### src/rtl/alu_sequencer_pkg.sv
// Shared definitions for the ALU sequencer and the ALU it drives:
// opcode values, FSM state encoding and instruction word layout.
package alu_sequencer_pkg;

  // Instruction word layout
  localparam int INSTR_W = 32;
  localparam int OPC_W   = 5;
  localparam int REG_W   = 5;
  localparam int IMM_W   = 12;
  localparam int OPC_LSB = 27;
  localparam int RD_LSB  = 22;
  localparam int RS1_LSB = 17;
  localparam int RS2_LSB = 12;
  localparam int IMM_LSB = 0;

  // Opcodes
  localparam logic [OPC_W-1:0] OP_NOP   = 5'b00000;
  localparam logic [OPC_W-1:0] OP_LOAD  = 5'b00001;
  localparam logic [OPC_W-1:0] OP_STORE = 5'b00010;
  localparam logic [OPC_W-1:0] OP_ADD   = 5'b00011;
  localparam logic [OPC_W-1:0] OP_SUB   = 5'b00100;
  localparam logic [OPC_W-1:0] OP_AND   = 5'b00101;
  localparam logic [OPC_W-1:0] OP_OR    = 5'b00110;
  localparam logic [OPC_W-1:0] OP_XOR   = 5'b00111;
  localparam logic [OPC_W-1:0] OP_NOT   = 5'b01000;
  localparam logic [OPC_W-1:0] OP_SL    = 5'b01001;
  localparam logic [OPC_W-1:0] OP_SR    = 5'b01010;
  localparam logic [OPC_W-1:0] OP_JMP   = 5'b01011;
  localparam logic [OPC_W-1:0] OP_JZ    = 5'b01100;
  localparam logic [OPC_W-1:0] OP_HALT  = 5'b11111;

  typedef enum logic [2:0] {
    ST_FETCH  = 3'd0,
    ST_DECODE = 3'd1,
    ST_EXEC   = 3'd2,
    ST_MEM    = 3'd3,
    ST_WB     = 3'd4,
    ST_HALT   = 3'd5
  } state_t;

  typedef struct packed {
    logic [OPC_W-1:0] opcode;
    logic [REG_W-1:0] rd;
    logic [REG_W-1:0] rs1;
    logic [REG_W-1:0] rs2;
    logic [IMM_W-1:0] imm;
  } instr_t;

  // Split a raw instruction word into its fields
  function automatic instr_t unpack_instr(input logic [INSTR_W-1:0] w);
    instr_t r;
    r.opcode = w[OPC_LSB +: OPC_W];
    r.rd     = w[RD_LSB  +: REG_W];
    r.rs1    = w[RS1_LSB +: REG_W];
    r.rs2    = w[RS2_LSB +: REG_W];
    r.imm    = w[IMM_LSB +: IMM_W];
    return r;
  endfunction

endpackage

### src/rtl/alu_sequencer_if.sv
// Bus bundle between the sequencer and its instruction memory, ALU,
// register file and data memory.
interface alu_sequencer_if
  import alu_sequencer_pkg::*;
#(
  parameter int PC_W = 8
);
  logic               imem_req;
  logic               imem_ack;
  logic [INSTR_W-1:0] imem_data;
  logic [PC_W-1:0]    pc;
  logic [OPC_W-1:0]   alu_opcode;
  logic               alu_zflag;
  logic [REG_W-1:0]   rf_raddr_a;
  logic [REG_W-1:0]   rf_raddr_b;
  logic [REG_W-1:0]   rf_waddr;
  logic               rf_we;
  logic               dmem_req;
  logic               dmem_we;
  logic               dmem_ack;
  logic [PC_W-1:0]    dmem_addr;
  logic               halted;

  modport master (
    output imem_req, pc, alu_opcode, rf_raddr_a, rf_raddr_b, rf_waddr, rf_we,
           dmem_req, dmem_we, dmem_addr, halted,
    input  imem_ack, imem_data, alu_zflag, dmem_ack
  );

  modport slave (
    input  imem_req, pc, alu_opcode, rf_raddr_a, rf_raddr_b, rf_waddr, rf_we,
           dmem_req, dmem_we, dmem_addr, halted,
    output imem_ack, imem_data, alu_zflag, dmem_ack
  );
endinterface

### src/rtl/alu_sequencer_decode.sv
// Opcode classifier; anything not listed falls through as a NOP.
module alu_sequencer_decode
  import alu_sequencer_pkg::*;
(
  input  logic [OPC_W-1:0] opcode,
  output logic             is_alu,
  output logic             is_load,
  output logic             is_store,
  output logic             is_jmp,
  output logic             is_jz,
  output logic             is_halt
);

  // One-hot instruction class from the opcode
  always_comb begin
    is_alu   = 1'b0;
    is_load  = 1'b0;
    is_store = 1'b0;
    is_jmp   = 1'b0;
    is_jz    = 1'b0;
    is_halt  = 1'b0;
    case (opcode)
      OP_LOAD:  is_load  = 1'b1;
      OP_STORE: is_store = 1'b1;
      OP_ADD, OP_SUB, OP_AND, OP_OR,
      OP_XOR, OP_NOT, OP_SL, OP_SR: is_alu = 1'b1;
      OP_JMP:   is_jmp   = 1'b1;
      OP_JZ:    is_jz    = 1'b1;
      OP_HALT:  is_halt  = 1'b1;
      default:  ;
    endcase
  end

endmodule

### src/rtl/alu_sequencer.sv
// Multi-cycle instruction sequencer: fetches a word, decodes it and steps
// the ALU, register file and data memory through FETCH/DECODE/EXEC/MEM/WB.
module alu_sequencer
  import alu_sequencer_pkg::*;
#(
  parameter int PC_W = 8
)(
  input  logic              clk,
  input  logic              rst_n,
  alu_sequencer_if.master   bus
);

  state_t          state_reg, state_next;
  logic [PC_W-1:0] pc_reg, pc_next;
  instr_t          ir_reg, ir_next;
  logic            zflag_reg, zflag_next;

  logic [PC_W-1:0] pc_inc;
  logic [PC_W-1:0] imm_addr;
  logic            imm_unused;

  logic is_alu, is_load, is_store, is_jmp, is_jz, is_halt;

  alu_sequencer_decode u_decode (
    .opcode   (ir_reg.opcode),
    .is_alu   (is_alu),
    .is_load  (is_load),
    .is_store (is_store),
    .is_jmp   (is_jmp),
    .is_jz    (is_jz),
    .is_halt  (is_halt)
  );

  // Increment wraps naturally at the PC width
  assign pc_inc   = pc_reg + PC_W'(1);
  assign imm_addr = PC_W'(ir_reg.imm);
  // Immediate bits above the address width carry no meaning for this core
  assign imm_unused = ^ir_reg.imm;

  // State register
  always_ff @(posedge clk or negedge rst_n) begin
    if (!rst_n) begin
      state_reg <= ST_FETCH;
    end else begin
      state_reg <= state_next;
    end
  end

  // Datapath registers: program counter, instruction and zero flag
  always_ff @(posedge clk or negedge rst_n) begin
    if (!rst_n) begin
      pc_reg    <= '0;
      ir_reg    <= '0;
      zflag_reg <= 1'b0;
    end else begin
      pc_reg    <= pc_next;
      ir_reg    <= ir_next;
      zflag_reg <= zflag_next;
    end
  end

  // Next-state and datapath update; acks are only looked at in their own state
  always_comb begin
    state_next = state_reg;
    pc_next    = pc_reg;
    ir_next    = ir_reg;
    zflag_next = zflag_reg;
    case (state_reg)
      ST_FETCH: begin
        if (bus.imem_ack) begin
          ir_next    = unpack_instr(bus.imem_data);
          state_next = ST_DECODE;
        end
      end
      ST_DECODE: state_next = ST_EXEC;
      ST_EXEC: begin
        if (is_alu) begin
          zflag_next = bus.alu_zflag;
          state_next = ST_WB;
        end else if (is_load || is_store) begin
          state_next = ST_MEM;
        end else if (is_jmp) begin
          pc_next    = imm_addr;
          state_next = ST_FETCH;
        end else if (is_jz) begin
          pc_next    = zflag_reg ? imm_addr : pc_inc;
          state_next = ST_FETCH;
        end else if (is_halt) begin
          state_next = ST_HALT;
        end else begin
          pc_next    = pc_inc;
          state_next = ST_FETCH;
        end
      end
      ST_MEM: begin
        if (bus.dmem_ack) begin
          if (is_store) begin
            pc_next    = pc_inc;
            state_next = ST_FETCH;
          end else begin
            state_next = ST_WB;
          end
        end
      end
      ST_WB: begin
        pc_next    = pc_inc;
        state_next = ST_FETCH;
      end
      ST_HALT: state_next = ST_HALT;
      default: state_next = ST_FETCH;
    endcase
  end

  // Outputs decoded from state; reset forcing the state clears them at once
  always_comb begin
    logic busy;
    busy = (state_reg == ST_EXEC) || (state_reg == ST_MEM) || (state_reg == ST_WB);

    bus.imem_req   = (state_reg == ST_FETCH);
    bus.pc         = pc_reg;
    bus.alu_opcode = (busy && (is_alu || is_load || is_store)) ? ir_reg.opcode : '0;
    bus.rf_raddr_a = (busy || state_reg == ST_DECODE) ? ir_reg.rs1 : '0;
    bus.rf_raddr_b = (busy || state_reg == ST_DECODE) ? ir_reg.rs2 : '0;
    bus.rf_waddr   = ir_reg.rd;
    bus.rf_we      = (state_reg == ST_WB);
    bus.dmem_req   = (state_reg == ST_MEM);
    bus.dmem_we    = (state_reg == ST_MEM) && is_store;
    bus.dmem_addr  = imm_addr;
    bus.halted     = (state_reg == ST_HALT);
  end

endmodule

### src/flat_wrapper.sv
// flat-port wrapper written by rule: the top's interface ports become plain ports
module alu_sequencer_flat import alu_sequencer_pkg::*;
#(
  parameter int PC_W = 8
)
  (clk, rst_n, bus_imem_req, bus_pc, bus_alu_opcode, bus_rf_raddr_a, bus_rf_raddr_b, bus_rf_waddr, bus_rf_we, bus_dmem_req, bus_dmem_we, bus_dmem_addr, bus_halted, bus_imem_ack, bus_imem_data, bus_alu_zflag, bus_dmem_ack);
  alu_sequencer_if #(.PC_W(PC_W)) bus_i ();
  input  logic clk;
  input  logic rst_n;
  output wire logic [$bits(bus_i.imem_req)-1:0] bus_imem_req;
  output wire logic [$bits(bus_i.pc)-1:0] bus_pc;
  output wire logic [$bits(bus_i.alu_opcode)-1:0] bus_alu_opcode;
  output wire logic [$bits(bus_i.rf_raddr_a)-1:0] bus_rf_raddr_a;
  output wire logic [$bits(bus_i.rf_raddr_b)-1:0] bus_rf_raddr_b;
  output wire logic [$bits(bus_i.rf_waddr)-1:0] bus_rf_waddr;
  output wire logic [$bits(bus_i.rf_we)-1:0] bus_rf_we;
  output wire logic [$bits(bus_i.dmem_req)-1:0] bus_dmem_req;
  output wire logic [$bits(bus_i.dmem_we)-1:0] bus_dmem_we;
  output wire logic [$bits(bus_i.dmem_addr)-1:0] bus_dmem_addr;
  output wire logic [$bits(bus_i.halted)-1:0] bus_halted;
  input wire logic [$bits(bus_i.imem_ack)-1:0] bus_imem_ack;
  input wire logic [$bits(bus_i.imem_data)-1:0] bus_imem_data;
  input wire logic [$bits(bus_i.alu_zflag)-1:0] bus_alu_zflag;
  input wire logic [$bits(bus_i.dmem_ack)-1:0] bus_dmem_ack;
  assign bus_imem_req = bus_i.imem_req;
  assign bus_pc = bus_i.pc;
  assign bus_alu_opcode = bus_i.alu_opcode;
  assign bus_rf_raddr_a = bus_i.rf_raddr_a;
  assign bus_rf_raddr_b = bus_i.rf_raddr_b;
  assign bus_rf_waddr = bus_i.rf_waddr;
  assign bus_rf_we = bus_i.rf_we;
  assign bus_dmem_req = bus_i.dmem_req;
  assign bus_dmem_we = bus_i.dmem_we;
  assign bus_dmem_addr = bus_i.dmem_addr;
  assign bus_halted = bus_i.halted;
  assign bus_i.imem_ack = bus_imem_ack;
  assign bus_i.imem_data = bus_imem_data;
  assign bus_i.alu_zflag = bus_alu_zflag;
  assign bus_i.dmem_ack = bus_dmem_ack;
  alu_sequencer #(.PC_W(PC_W)) u_core (.clk(clk), .rst_n(rst_n), .bus(bus_i));
endmodule
### config.mk
export PLATFORM = sky130hd
export DESIGN_NAME = alu_sequencer_flat
export DESIGN_NICKNAME = d
export VERILOG_FILES = /design/src/rtl/alu_sequencer_pkg.sv /design/src/rtl/alu_sequencer_if.sv /design/src/rtl/alu_sequencer_decode.sv /design/src/rtl/alu_sequencer.sv /design/src/flat_wrapper.sv
export SDC_FILE = /design/constraint.sdc
export NUM_CORES = 1
export LEC_CHECK = 0
export ABC_CLOCK_PERIOD_IN_PS = 1800
export BUFFER_PORTS_ARGS = -buffer_cell sky130_fd_sc_hd__buf_2
export CAP_MARGIN = 15
export CORE_MARGIN = 2
export CORE_UTILIZATION = 45
export DETAILED_ROUTE_END_ITERATION = 10
export PLACE_DENSITY = 0.76
export SYNTH_ARGS = -nofsm -noshare
export SYNTH_HDL_FRONTEND = slang
export SYNTH_SLANG_ARGS = --single-unit
### constraint.sdc
create_clock -name clk -period 1.8 [get_ports clk]
set_clock_uncertainty 0.05 [all_clocks]
set_input_delay 0.09 -clock clk [delete_from_list [all_inputs] [get_ports clk]]
set_output_delay 0.09 -clock clk [all_outputs]
set_load 0.03 [all_outputs]
# Word level (Yosys, flattened, before mapping)
# Index checks and enable logic that the tools add are counted.
# classes
multipliers,0
n_bitwise,0
addsub,1
n_mux,27
div_mod_pow,0
n_eq_ne,24
reduce_logical,15
magnitude_cmp,0
shifts,0
# ops
op,count
2-to-1 mux 8 bit,8
"equality test 5 x 4 -> 1 bit, second input constant",5
2-to-1 mux 3 bit,8
case mux 8 bit (3 select lines),1
"equality test 5 x 3 -> 1 bit, second input constant",4
2-to-1 mux 5 bit,3
case mux 3 bit (5 select lines),1
"equality test 5 x 2 -> 1 bit, second input constant",2
"adder 8 x 1 -> 8 bit, second input constant",1
OR reduction 8 bit,1
"equality test 3 x 2 -> 1 bit, second input constant",2
"equality test 3 bit, second input constant",2
logical OR 1 bit,6
2-to-1 mux 1 bit,6
"inequality test 2 x 1 -> 1 bit, second input constant",3
AND reduction 2 bit,3
AND reduction 6 bit,1
"equality test 5 x 1 -> 1 bit, second input constant",1
"equality test 5 bit, second input constant",1
"inequality test 2 bit, second input constant",2
"inequality test 4 x 2 -> 1 bit, second input constant",1
"equality test 3 x 1 -> 1 bit, second input constant",1
logical NOT 3 bit,1
nonzero test 3 bit,1
logical AND 1 bit,2
# totals
latchBits,0
in_bits,37
ramBits,0
mem_count,0
word_cells,75
out_inout_bits,41
mem_bits_ro,0
regBits,40

# Depth between registers and ports, before layout
# depth
ltp_word,8
depth_mapped,8
ltp_nobuf,6

# By module
# From an unflattened synthesis, not the netlist that was laid out.
# hier_totals
hier_cells,194
hier_area_um2,2223.4
# by_module_without_submodules
module,area_per_inst_um2,seq_area_each_um2,cells_per_inst,instances
alu_sequencer,2129.5,1001.0,181,1
alu_sequencer_decode,93.8,0.0,13,1

# Worst setup path after synthesis
# OpenSTA, ideal clock, no wires.
# synth_path
kind,register to register
start,register u_core.state_reg[2]
end,register u_core.ir_reg (netlist bit u_core.bus.dmem_addr[1])
path_buffers,2
path_stages_with_launch,6
t_arrival_ns,2.013
setup_slack_ns,-0.388
setup_time_ns,0.125
required_time_ns,1.625
period_less_slack_ns,2.188
cell_sequence,dfrtp_1 > buf_6 > nor3_1 > and2_1 > buf_2 > mux2_2
# synth_between
elab_chain_len,2
# synth_lines
element,line,rtl
start: declaration,alu_sequencer.sv:13,"state_t state_reg, state_next;"
start signal: assignment,alu_sequencer.sv:45,state_reg <= state_next;
logical NOT 3 bit,-,
via bus_imem_req,flat_wrapper.sv:10,output wire logic [$bits(bus_i.imem_req)-1:0] bus_imem_req;
AND reduction 2 bit (no line),-,
end signal: assignment,alu_sequencer.sv:57,ir_reg <= ir_next;
end: declaration,alu_sequencer.sv:15,"instr_t ir_reg, ir_next;"
# The timed path passes the listed nets, and every way through them passes these cells.
# A chain may end at the register's enable or synchronous reset.

# Worst setup path in the final report
# layout_path
start,register u_core.ir_reg[27] (netlist bit)
end,output bus_alu_opcode[1]
# layout_between
elab_chain_len,7
word_cells_on_any_way,18
classes_between,eq/ne: 10; mux: 4; reduce/logical: 4
# layout_lines
element,line,rtl
"equality test 5 x 2 -> 1 bit, or another cell as far along",alu_sequencer_decode.sv:22,case (opcode)
OR reduction 8 bit,alu_sequencer_decode.sv:22,
2-to-1 mux 1 bit,alu_sequencer_decode.sv:22,
logical OR 1 bit,alu_sequencer.sv:121,bus.alu_opcode = (busy && (is_alu || is_load || is_store)) ? ir_reg.opcode : '0;
logical OR 1 bit (*),alu_sequencer.sv:121,
logical AND 1 bit (*),alu_sequencer.sv:121,
2-to-1 mux 5 bit (*),alu_sequencer.sv:121,
end: declaration,flat_wrapper.sv:12,output wire logic [$bits(bus_i.alu_opcode)-1:0] bus_alu_opcode;
# Every way passes the cells marked *; elsewhere a longest branch is shown, timed or not.

==> results.yml <==
clock_tree:
  clk_latency_ps: 290
  path_clk_slew_ps: 80
  clkSinkCount: 40
  ctsLongestPathBuffers: 2
  cts-root-buf: "clkbuf_8"
  cts_tree: "done"
  numCtsBuffers: 5
  htreeDepth: 2
synthesis:
  synthCells: 209
  ys_ff_latch: 40
  netlist-cell-type-count: 43
  synth_nets: 247
  synth-edff-count: 0
  synth-seq-area-share_pct: 44.57
  synth_area_um2: 2246
  ys.flop_type: "dfrtp_1"
  yosys_warnings: 0
  async_flop_share_pct: 100.0
  syn_area_per_cell_um2: 10.75
floorplan:
  core_um2: 4755
  die_h_um: 74.65
  initial_utilization_pct: 47.24
  die_w_um: 74.65
  io_pins: 78
  die_area_um2: 5572
  row_count: 25
critical_path:
  critPathTopFamily: "flip-flops"
  path_cells: "a21oi_2, mux2i_2, buf_4, a22oi_2, and2_1, buf_6"
  criticalPathCategory: "flop to output port"
  worstPathRequired_ps: 1660
  crit_slowest_cell: "dfrtp_2"
  cp_max_fo: 5
  worst-path-buf-inv: 2
  slowest_delay_ps: 460
  arrival_ps: 1720
  crit_path_start_kind: "flop"
  crit_path_end_kind: "output port"
detailed_routing:
  vias: 1981
  wirelength_um: 5970
  remaining_drc_errors: 0
  viasPerCell: 5.159
  postRouteAntennaNets: 0
  drtIter0Drc: 176
  wl_per_cell_um: 15.55
  first_pass_iters: 4
run:
  maxCapViolCount: 0
status:
  violations: "negative hold slack, negative setup slack"
  outcome: "finished with violations"
power:
  powerDensity_nw_per_um2: 1884
  vdd_drop_max_uv: 973.7
  p_leak_nw: 1.532
grt:
  overflow: 0
  grt_pass1_vias: 1997
  grt_pass1_wl_um: 9163
  antenna_found_initial: 0
  grt_max_degree: 41
  track_usage_pct: 21.83
finish:
  layout.nets: 354
  antennaDiodeCount: 0
  final_cells: 384
  synthToLayoutAreaGrowth_pct: 43.79
  largest_register_ffs: 15
  fillers: 380
  drive_gt1_share_pct: 50.47
sta:
  worstMarginPinSlew_ps: 519.7
  slew_headroom_pct: 65.35
  finalSetupViolations: 4
  hold_viol_final: 1
  period_minus_slack_ps: 1862
  max_freq_mhz: 537.0
  fin_ws_ps: -62.14
  holdWs_ps: -2.023
  rsz0062_at_grt: "true"
  fin_crit_sh_pct: 103.5
  maxSlewViolCount: 0
place:
  dp_cells: 336
  hpwl_um: 3591
  gp_congestion: 0.9236
  place_ws_ps: 10.79
  portBuffers: 72
hold_path:
  min_path_type: "primary input to flop"
## cell usage after synthesis (2+ instances only)
cell type | instances | area share [%]
a211oi_1 | 4 | 1.3
a21oi_1 | 7 | 1.6
a22o_1 | 2 | 0.78
a22oi_1 | 2 | 0.67
a311oi_1 | 3 | 1.2
and2_1 | 16 | 4.5
and3_1 | 5 | 1.4
and4b_1 | 2 | 0.89
buf_2 | 5 | 1.1
buf_4 | 15 | 5.0
buf_6 | 4 | 2.0
dfrtp_1 | 40 | 45
inv_1 | 6 | 1.0
mux2_2 | 27 | 14
mux2i_1 | 7 | 3.1
nand2_1 | 13 | 2.2
nand2b_1 | 2 | 0.56
nand3_1 | 2 | 0.45
nor2_1 | 7 | 1.2
nor3_1 | 11 | 2.5
o21ai_0 | 6 | 1.3
o22ai_1 | 2 | 0.56
## per-layer routing
layer / track usage (%) / up-vias / wire length [µm] / share of wire, %
met2: 38.84 / 52 / 3147 / 53
met4: 8.333 / 0 / 84 / 1.4
met3: 3.614 / 7 / 231 / 3.9
met5: 0 / - / 0 / 0
met1: 26.53 / 984 / 2507 / 42
li1: - / 938 / - / -
## layout by cell type (no fill, tap or decap), types with 2 or more instances in the layout
cell type      netlist  routed
a211oi_1             4       3
nand2_1             13      12
nor2_1               7       6
dfrtp_2              0       5
and4b_2              0       2
a311oi_1             3       3
buf_6                4       8
mux2i_1              7       5
mux2i_2              1       3
and3_1               5       5
a21oi_2              1       2
clkbuf_8             0       7
nand3_1              2       2
and2_1              16      14
dfrtp_1             40      35
nor3_1              11       9
inv_1                6       6
nor3_2               1       2
dlygate4sd3_1        0      29
a211oi_2             1       2
nand2b_1             2       2
a21oi_1              7       6
o21ai_0              6       5
buf_2                5      68
and2_4               0       2
buf_4               15      20
a22o_1               2       2
mux2_2              27      27
## worst paths after layout
kind	start	to	slack, ps	cells past startpoint
worst max register to register	u_core.ir_reg[27]	u_core.bus.pc[4]	20	7
worst min-delay path	bus_imem_data[29]	u_core.ir_reg[29]	-2	2
max in group asynchronous	rst_n	u_core.ir_reg[29]	970	3
min in group asynchronous	rst_n	u_core.ir_reg[14]	340	3
worst min register to register	u_core.ir_reg[12]	u_core.ir_reg[12]	450	1
worst max-delay path	u_core.ir_reg[27]	bus_alu_opcode[1]	-60	6
## power breakdown
| part | total, W | switching (W) | leakage, nW | internal, W |
|---|---|---|---|---|
| Combinational | 0.00355 | 0.00202 | 0.988 | 0.00154 |
| Sequential | 0.00172 | 0.000400 | 0.479 | 0.00132 |
| Clock | 0.000810 | 0.000321 | 0.0645 | 0.000490 |
| Total | 0.00608 | 0.00274 | 1.53 | 0.00335 |
## kinds of logic (layout without fill, tap and decap cells)
logic type | after synthesis | count (layout) | share of synthesized area, %
xor gates and xnor gates | 2 | 2 | 0.7801
other | 1 | 1 | 0.1670
AOI/OAI and AO/OA | 33 | 33 | 10.31
DFF | 40 | 40 | 44.57
buffers and inverters | 32 | 140 | 10.25
and+or+nand+nor | 65 | 65 | 16.10
muxes | 35 | 35 | 17.27
adders and majority gates | 1 | 1 | 0.5570
## worst reg2reg max path: stages (launching register included)
cell and delay, ps:
dfrtp_2 460, buf_4 160, nand4bb_1 160, o21ai_1 90, and4b_2 290, buf_6 140, mux2i_2 220, a211oi_2 90
## per-stage QoR
| stage | area (µm²) | hold WS [ps] | setup TNS, ps | power, W | util (%) |
|---|---|---|---|---|---|
| finish | 3229 | -2.023 | -184.8 | 0.006083 | 67.92 |
| global route | 3229 | 0.3781 | -1019 | 0.006427 | 67.92 |
| detailed placement | 2619 | 133.0 | 0 | 0.004778 | 55.08 |
| CTS | 3143 | 0.6428 | -31.04 | 0.005884 | 66.11 |
| global placement | 2619 | 135.7 | 0 | 0.004696 | 55.08 |
| floorplan | 2265 | -255.6 | -43.84 | 0.004125 | - |
## area by class of cell
cell class	instances	area (µm²)	share of cell area, %
flip-flops and latches	40	1007	31.19
clock buffers	7	96.34	2.983
inverters	6	22.52	0.6974
multi-input cells	137	1099	34.02
well taps	67	83.83	2.596
repair buffers	126	890.9	27.59
clock inverters	1	30.03	0.9299
## what timing repair did
item | CTS | global route
pin swaps | 5 | 9
gates resized for setup | 20 | 14
hold buffers | 28 | 1
endpoints found under the setup margin | 5 | 16
hold endpoints to repair | 67 | 1
setup buffers | 8 | 3
gates cloned | 0 | 0
(Power assumes the default switching activity.)
